`src/rtl/uart_rx_pkg.sv`:
```
// Shared definitions for the UART receive path: FSM state encodings, default
// line settings and helpers for deriving divider/counter widths.
package uart_rx_pkg;

  typedef enum logic [2:0] {
    ST_IDLE  = 3'd0,
    ST_START = 3'd1,
    ST_DATA  = 3'd2,
    ST_STOP  = 3'd3,
    ST_BREAK = 3'd4
  } uart_state_e;

  localparam int DEF_CLK_FREQ   = 50_000_000;
  localparam int DEF_BAUD       = 9600;
  localparam int DEF_OVERSAMPLE = 16;
  localparam int DEF_DATA_BITS  = 8;
  localparam int SYNC_STAGES    = 2;

  // Clock cycles per oversample tick; truncation is intentional.
  function automatic int calc_div(input int clk_freq, input int baud, input int oversample);
    return clk_freq / (baud * oversample);
  endfunction

  // Width of a counter that must hold 0..n-1, never narrower than one bit.
  function automatic int cnt_width(input int n);
    return (n > 1) ? $clog2(n) : 1;
  endfunction

endpackage

```
`src/rtl/uart_baud_tick.sv`:
```
// Oversample tick source: counts 0..DIV-1 and emits a one-cycle tick on wrap.
// restart forces the count back to 0 so a new frame starts phase-aligned.
module uart_baud_tick
  import uart_rx_pkg::*;
#(
  parameter int DIV = 325
) (
  input  logic clk,
  input  logic rst,
  input  logic en,
  input  logic restart,
  output logic tick
);

  localparam int CW = cnt_width(DIV);
  localparam logic [CW-1:0] LAST = CW'(DIV - 1);

  logic [CW-1:0] cnt_reg;
  logic [CW-1:0] cnt_next;

  always_comb begin
    cnt_next = cnt_reg;
    if (restart) begin
      cnt_next = '0;
    end else if (en) begin
      cnt_next = (cnt_reg == LAST) ? '0 : cnt_reg + CW'(1);
    end
  end

  always_ff @(posedge clk or negedge rst) begin
    if (!rst) begin
      cnt_reg <= '0;
    end else begin
      cnt_reg <= cnt_next;
    end
  end

  // A restart cycle never ticks, so the first tick lands DIV cycles later.
  assign tick = en && !restart && (cnt_reg == LAST);

endmodule

```
`src/rtl/uart_rx.sv`:
```
// 8N1-style UART receiver: synchronises the serial line, oversamples each bit,
// and presents completed bytes on a valid/ready interface with error pulses.
module uart_rx
  import uart_rx_pkg::*;
#(
  parameter int CLK_FREQ   = DEF_CLK_FREQ,
  parameter int BAUD       = DEF_BAUD,
  parameter int OVERSAMPLE = DEF_OVERSAMPLE,
  parameter int DATA_BITS  = DEF_DATA_BITS
) (
  input  logic                 clk,
  input  logic                 rst,
  input  logic                 rx_in,
  output logic [DATA_BITS-1:0] rx_data,
  output logic                 rx_valid,
  input  logic                 rx_ready,
  output logic                 frame_err,
  output logic                 overrun,
  output logic                 busy
);

  localparam int DIV = calc_div(CLK_FREQ, BAUD, OVERSAMPLE);
  localparam int TW  = cnt_width(OVERSAMPLE);
  localparam int BW  = cnt_width(DATA_BITS);

  localparam logic [TW-1:0] HALF_LAST = TW'(OVERSAMPLE / 2 - 1);
  localparam logic [TW-1:0] FULL_LAST = TW'(OVERSAMPLE - 1);
  localparam logic [BW-1:0] LAST_BIT  = BW'(DATA_BITS - 1);

  // Synchroniser: both stages reset to the idle-high line level.
  logic [SYNC_STAGES-1:0] sync_reg;
  logic                   rxs;

  always_ff @(posedge clk or negedge rst) begin
    if (!rst) begin
      sync_reg <= '1;
    end else begin
      sync_reg <= {sync_reg[SYNC_STAGES-2:0], rx_in};
    end
  end

  assign rxs = sync_reg[SYNC_STAGES-1];

  uart_state_e state_reg;
  uart_state_e state_next;

  logic [TW-1:0]        tcnt_reg;
  logic [BW-1:0]        bitcnt_reg;
  logic [DATA_BITS-1:0] shreg_reg;
  logic [DATA_BITS-1:0] rx_data_reg;
  logic                 rx_valid_reg;
  logic                 frame_err_reg;
  logic                 overrun_reg;

  logic tick;
  logic tick_restart;
  logic tcnt_clr;
  logic tcnt_inc;
  logic bitcnt_clr;
  logic bit_sample;
  logic frame_done;
  logic frame_bad;

  uart_baud_tick #(
    .DIV(DIV)
  ) u_baud_tick (
    .clk    (clk),
    .rst    (rst),
    .en     (1'b1),
    .restart(tick_restart),
    .tick   (tick)
  );

  always_ff @(posedge clk or negedge rst) begin
    if (!rst) begin
      state_reg <= ST_IDLE;
    end else begin
      state_reg <= state_next;
    end
  end

  always_comb begin
    state_next   = state_reg;
    tick_restart = 1'b0;
    tcnt_clr     = 1'b0;
    tcnt_inc     = 1'b0;
    bitcnt_clr   = 1'b0;
    bit_sample   = 1'b0;
    frame_done   = 1'b0;
    frame_bad    = 1'b0;

    case (state_reg)
      ST_IDLE: begin
        if (!rxs) begin
          state_next   = ST_START;
          tick_restart = 1'b1;
          tcnt_clr     = 1'b1;
        end
      end

      ST_START: begin
        if (tick) begin
          if (tcnt_reg == HALF_LAST) begin
            // A line back high at mid start bit was only a glitch.
            if (rxs) begin
              state_next = ST_IDLE;
            end else begin
              state_next = ST_DATA;
              tcnt_clr   = 1'b1;
              bitcnt_clr = 1'b1;
            end
          end else begin
            tcnt_inc = 1'b1;
          end
        end
      end

      ST_DATA: begin
        if (tick) begin
          if (tcnt_reg == FULL_LAST) begin
            bit_sample = 1'b1;
            tcnt_clr   = 1'b1;
            if (bitcnt_reg == LAST_BIT) begin
              state_next = ST_STOP;
            end
          end else begin
            tcnt_inc = 1'b1;
          end
        end
      end

      ST_STOP: begin
        if (tick) begin
          if (tcnt_reg == FULL_LAST) begin
            tcnt_clr = 1'b1;
            if (rxs) begin
              state_next = ST_IDLE;
              frame_done = 1'b1;
            end else begin
              state_next = ST_BREAK;
              frame_bad  = 1'b1;
            end
          end else begin
            tcnt_inc = 1'b1;
          end
        end
      end

      ST_BREAK: begin
        // Stay here for the whole low period so a held line reports once.
        if (rxs) begin
          state_next = ST_IDLE;
        end
      end

      default: begin
        state_next = ST_IDLE;
      end
    endcase
  end

  always_ff @(posedge clk or negedge rst) begin
    if (!rst) begin
      tcnt_reg   <= '0;
      bitcnt_reg <= '0;
      shreg_reg  <= '0;
    end else begin
      if (tcnt_clr) begin
        tcnt_reg <= '0;
      end else if (tcnt_inc) begin
        tcnt_reg <= tcnt_reg + TW'(1);
      end

      if (bitcnt_clr) begin
        bitcnt_reg <= '0;
      end else if (bit_sample) begin
        bitcnt_reg <= bitcnt_reg + BW'(1);
      end

      // LSB arrives first, so shifting in at the MSB leaves it at bit 0.
      if (bit_sample) begin
        shreg_reg <= {rxs, shreg_reg[DATA_BITS-1:1]};
      end
    end
  end

  always_ff @(posedge clk or negedge rst) begin
    if (!rst) begin
      rx_data_reg   <= '0;
      rx_valid_reg  <= 1'b0;
      frame_err_reg <= 1'b0;
      overrun_reg   <= 1'b0;
    end else begin
      frame_err_reg <= frame_bad;
      overrun_reg   <= frame_done && rx_valid_reg && !rx_ready;

      // A completion wins over a same-cycle acceptance of the older byte.
      if (frame_done) begin
        rx_data_reg  <= shreg_reg;
        rx_valid_reg <= 1'b1;
      end else if (rx_valid_reg && rx_ready) begin
        rx_valid_reg <= 1'b0;
      end
    end
  end

  assign rx_data   = rx_data_reg;
  assign rx_valid  = rx_valid_reg;
  assign frame_err = frame_err_reg;
  assign overrun   = overrun_reg;
  assign busy      = (state_reg != ST_IDLE);

endmodule

```
`config.mk`:
```
export PLATFORM = sky130hd
export DESIGN_NAME = uart_rx
export DESIGN_NICKNAME = d
export VERILOG_FILES = /design/src/rtl/uart_rx_pkg.sv /design/src/rtl/uart_baud_tick.sv /design/src/rtl/uart_rx.sv
export SDC_FILE = /design/constraint.sdc
export NUM_CORES = 1
export LEC_CHECK = 0
export BUFFER_PORTS_ARGS = -buffer_cell sky130_fd_sc_hd__buf_2
export CAP_MARGIN = 10
export CORE_MARGIN = 2
export CORE_UTILIZATION = 39
export DETAILED_ROUTE_END_ITERATION = 8
export PLACE_DENSITY = 0.6
export SLEW_MARGIN = 20
export SYNTH_ARGS = -nofsm -noshare
export SYNTH_HDL_FRONTEND = slang
export SYNTH_SLANG_ARGS = --single-unit
```
`constraint.sdc`:
```
create_clock -name clk -period 3.3 [get_ports clk]
set_clock_uncertainty 0.1 [all_clocks]
set_input_delay 0.165 -clock clk [delete_from_list [all_inputs] [get_ports clk]]
set_output_delay 0.165 -clock clk [all_outputs]
set_load 0.02 [all_outputs]
```
# Word-level counts from Yosys, hierarchy flattened
# Index checks and enable logic that the tools add are counted.
[classes] n_addsub=3 mul=0 div_mod_pow=0 magnitude_cmp=0 n_eq_ne=17 shifts=0 n_mux=41 bitwise_logic=0 n_reduce_logical=13
[op_table] op="3-bit 2-to-1 mux" n=12
[op_table] op="1-bit 2-to-1 mux" n=21
[op_table] op="9-bit 2-to-1 mux" n=2
[op_table] op="2-bit inequality test (second input constant)" n=9
[op_table] op="3-bit one-hot mux with 5 select lines" n=1
[op_table] op="9-bit by 1-bit adder with 9-bit output (second input constant)" n=1
[op_table] op="9-bit == test (second input constant)" n=1
[op_table] op="9-bit AND reduction" n=1
[op_table] op="4-bit 2-to-1 mux" n=2
[op_table] op="3-bit by 2-bit == test with 1-bit output (second input constant)" n=2
[op_table] op="3-bit == test (second input constant)" n=2
[op_table] op="2-bit nonzero test" n=3
[op_table] op="4-bit by 1-bit adder with 4-bit output (second input constant)" n=1
[op_table] op="4-bit by 3-bit == test with 1-bit output (second input constant)" n=1
[op_table] op="4-bit == test (second input constant)" n=1
[op_table] op="1-bit logical AND" n=4
[op_table] op="3-bit by 1-bit adder with 3-bit output (second input constant)" n=1
[op_table] op="3-bit by 1-bit == test with 1-bit output (second input constant)" n=1
[op_table] op="3-bit logical NOT" n=1
[op_table] op="1-bit one-hot mux with 3 select lines" n=1
[op_table] op="3-bit nonzero test" n=1
[op_table] op="1-bit logical NOT" n=2
[op_table] op="2-bit 2-to-1 mux" n=1
[op_table] op="1-bit one-hot mux with 2 select lines" n=1
[op_table] op="2-bit OR reduction" n=1
[word_totals] ff_bits=40 latch_bits=0 ramBits=0 romBits=0 output_inout_bits=12 word_cells=84 n_memories=0

# Longest topological paths before layout
[logic_depth] depth_word=8 depth_mapped=6

# Cells and area by module
# A second synthesis with hierarchy kept.
[hier_totals] cells_unflattened=166 hier_area_um2=1964.4
[modules_own_cells] mod="uart_rx" instances=1 cells_per_inst=108 area_each_um2=1416.4
[modules_own_cells] mod="uart_baud_tick" instances=1 cells_per_inst=58 area_each_um2=548.0

# Least setup slack after synthesis
# No wires, ideal clock.
[synth_path] path_type="reg-to-reg" from="register u_baud_tick.cnt_reg[3]" to="register shreg_reg[7]" setup_ps=125 t_arrival_ps=1801 required_time_ps=3075 setup_slack_ps=1274 path_stages_with_launch=5 path_buffers=0 synth_period_minus_slack_ps=2026 path_cell_list="dfrtp_1 -> or4b_4 -> nor4_4 -> nand2_4 -> mux2_4"
[synth_between] elab_chain_cells=4
[synth_lines] element="start, declared" line="uart_baud_tick.sv:18" rtl="logic [CW-1:0] cnt_reg;"
[synth_lines] element="start signal, assigned" line="uart_baud_tick.sv:34" rtl="cnt_reg <= cnt_next;"
[synth_lines] element="9-bit == test" line="uart_baud_tick.sv:39" rtl="assign tick = en && !restart && (cnt_reg == LAST);"
[synth_lines] element="1-bit logical AND" line="uart_baud_tick.sv:39"
[synth_lines] element="1-bit 2-to-1 mux"
[synth_lines] element="1-bit 2-to-1 mux" line="uart_rx.sv:92" rtl="case (state_reg)"
[synth_lines] element="end signal, assigned" line="uart_rx.sv:182" rtl="shreg_reg <= {rxs, shreg_reg[DATA_BITS-1:1]};"
[synth_lines] element="end, declared" line="uart_rx.sv:49" rtl="logic [DATA_BITS-1:0] shreg_reg;"
# Every way passes these cells.
# A chain may end at the register's enable or synchronous reset.

# Worst setup path after layout
[layout_path] from="register u_baud_tick.cnt_reg[0]" to="register rx_data_reg[2] (netlist: rx_data[2])"
[layout_between] elab_chain_cells=4
[layout_lines] element="9-bit == test" line="uart_baud_tick.sv:39"
[layout_lines] element="1-bit logical AND" line="uart_baud_tick.sv:39"
[layout_lines] element="1-bit 2-to-1 mux" line="uart_rx.sv:133" rtl="if (tick) begin"
[layout_lines] element="1-bit 2-to-1 mux" line="uart_rx.sv:92"
[layout_lines] element="end signal, assigned" line="uart_rx.sv:199" rtl="rx_data_reg <= shreg_reg;"
[layout_lines] element="end, declared" line="uart_rx.sv:50" rtl="logic [DATA_BITS-1:0] rx_data_reg;"
# Every way passes these cells.

==> impl_metrics.toml <==
[finish]
num_antenna_cells = 0
fillers = 456
seq_area_sq_um = 1000
multi_input_area_sq_um = 932
drive_above_1_share_pct = 25.5
fin_nets = 196
syn_to_final_growth_pct = 12.8
largest_reg_flops = 9

[sta]
fmax_mhz = 446
relSlewSlack_pct = 41.4
hold_viol_final = 0
tightest_slew_ns = 0.880
fin_crit_ns = 2.24
rsz0062_at_grt = "false"
slew_violations = 0
finalSetupViolCount = 0
setup_tns_ns = 0
finalWorstSetupSlack_ns = 1.06
post-route-period-util_pct = 68.0

[critical_path]
crit_required_ns = 3.37
timing.critical_path.arrival_ns = 2.31
r2r-start = "u_baud_tick.cnt_reg[0]"
endpoint_kind = "flip-flop"
r2r_slack_ns = 1.06
r2r_cells = 6
critPathKind = "flip-flop to flip-flop"
worstSetupStartpoint = "u_baud_tick.cnt_reg[0]"
worstSetupEndpoint = "rx_data[2]"
cp_max_fo = 8
startpoint_type = "flip-flop"
reg2reg_to = "rx_data[2]"

[clocking]
htreeDepth = 2
postCtsSetupBuffers = 0
clk_pin_slew_worst_paths_ns = 0.08
clk_path_buf_depth = 2
clkSinkCount = 40
cts_tree = "built"
root_buffer = "clkbuf_8"
clk-insertion-delay-late_ns = 0.29
numCtsBuffers = 5

[global_routing]
grt_busiest_layer = "met2"
grt_use_met2_pct = 22.5
met3_usage_pct = 3.61
use_met1_pct = 19.8
grt_max_degree = 41
antenna_found_initial = 0
grt_pass1_vias = 1350
grtUsageTotal_pct = 14.4
overflow = 0
grt_pass1_wl_mm = 6.11

[place]
gp_congestion = 0.813
io_buffers = 15
place_hpwl_mm = 2.57
dp_slack_ns = 1.05

[route]
wl_mm = 3.57
antenna_left = 0
dr.pass1.iters = 4
drtIter0Drc = 60
vias_per_cell = 5.19
drc = 0
vias = 1324
wire_per_inst_microns = 14.0

[power]
power.share.combinational_pct = 1.8
ir_drop_v = 0.000240
switching_share_pct = 22.1
internal_power_uw = 643
pwr-share-seq_pct = 59.9
fin_total_pwr_uw = 825
powerDensity_nw_per_um2 = 373
p_leak_uw = 0.00106
clkPwrFrac_pct = 38.3
switching_power_uw = 182

[die]
io_pins = 16
core_sq_um = 4790
fp.dieH_microns = 74.9
fp-row-count = 25
start_util_pct = 41.0
die_area_sq_um = 5610
die_w_microns = 74.9

[yosys]
syn_inst = 167
ys_top_cells_by_area = "dfrtp_1 48%, mux2_4 6.1%, mux2_2 4.0%, nor2_1 3.4%, ha_1 3.2%"
synth_common_cells = "38 x dfrtp_1, 18 x nor2_1, 10 x nand2_1"
ys_seq_area_share_pct = 51.1
synth_edf_count = 0
postSynthAreaPerCell_sq_um = 11.7
synth_cell_types = 47
yosys.area.top_type = "dfrtp_1"
yosysTopAreaCellShare_pct = 48.5
synth_most_common_cell = "dfrtp_1"
ys_async_sr_fraction_pct = 100
synth_ff_type = "dfrtp_1"
ys_ff_latch = 40
synth_nets = 176
synth_area_sq_um = 1960
yosys_warnings = 0

[min_path]
hold_start = "rx_ready"
holdCritPathClass = "input pin to flip-flop"

[status]
status = "finished, final reports clean"

[flow_run]
maxCapViolCount = 0
## cell type report
class / instances / area share (%)
tap: 67 / 3.79
sequential: 40 / 45.3
timing repair buffer: 17 / 4.30
multi-input combinational: 120 / 42.1
clock inverter: 3 / 0.848
clock buffer: 5 / 3.11
inverter: 3 / 0.509
## logic make-up after synthesis
family / Yosys count / share of synthesized area [%]
and+or+nand+nor: 64 / 20.0
DFF: 40 / 51.1
AOI/OAI and AO/OA: 26 / 9.57
muxes: 16 / 10.7
xor gates and xnor gates: 9 / 4.02
buffers and inverters: 7 / 1.34
adders and majority gates: 5 / 3.19
## critical path, cell delays in order, from the launching register on
cell     delay [ns]
dfrtp_1        0.42
inv_1          0.08
ha_1           0.15
and4b_1        0.26
nand2_2        0.13
nor4_4         0.58
mux2_2         0.41
## per-layer routing
layer,wire length [microns],up-vias
li1,-,639
met1,1820,667
met2,1650,16
met3,91,2
met4,9,0
met5,0,-
## cells in the final DEF, fill, tap and decap left out, types with 2 or more instances in the layout
master         synthesis  layout
mux2_4                 8       8
xnor2_1                7       7
o21ai_0                5       5
a21oi_1                9       9
and4b_1                3       3
clkbuf_8               0       5
ha_1                   5       5
nand2b_1               2       2
nand4_1                2       2
and3_1                 2       2
inv_1                  3       3
nor3_1                 3       3
dfrtp_1               38      38
dlygate4sd3_1          0       2
nand2_1               10      10
buf_2                  0      15
dfstp_2                2       2
mux2_2                 7       7
clkinv_2               0       2
or3_1                  2       2
xor2_1                 2       2
nor4_4                 2       2
nor2_1                18      18
nand3_1                7       7
nand4b_1               2       2
## through the flow
step | hold WS (ns) | area [sq um] | instances | util (%)
global route | 0.0798 | 2210 | 255 | 46.2
finish | 0.0402 | 2210 | 255 | 46.2
global placement | 0.171 | 2110 | 245 | 44.0
floorplan | -0.231 | 1960 | 167 | -
detailed placement | 0.171 | 2110 | 245 | 44.0
CTS | 0.0356 | 2210 | 255 | 46.2
## power by group through the flow
| stage | Combinational (uW) | Clock [uW] | Sequential, uW |
|---|---|---|---|
| after global placement | 13.7 | 0 | 504 |
| final | 15.0 | 316 | 494 |
| after CTS | 15.9 | 327 | 494 |
| after global routing | 18.0 | 348 | 494 |
| after detailed placement | 14.2 | 0 | 503 |
| after floorplan | 3.40 | 0 | 502 |
## how the worst min path moves through the flow
stage	slack [ns]	depth (start not counted)	end
global placement	0.17	1	sync_reg[0]
CTS	0.04	3	overrun
finish	0.04	3	overrun
global route	0.08	3	overrun
detailed placement	0.17	1	sync_reg[0]
floorplan	-0.23	0	bitcnt_reg[0]
## timing repair
| item | in CTS | in global routing |
|---|---|---|
| hold buffers | 2 | 0 |
| resized for setup | 0 | 0 |
| endpoints found under the hold margin | 39 | 0 |
Note: power is estimated with default switching activity, not from simulation.
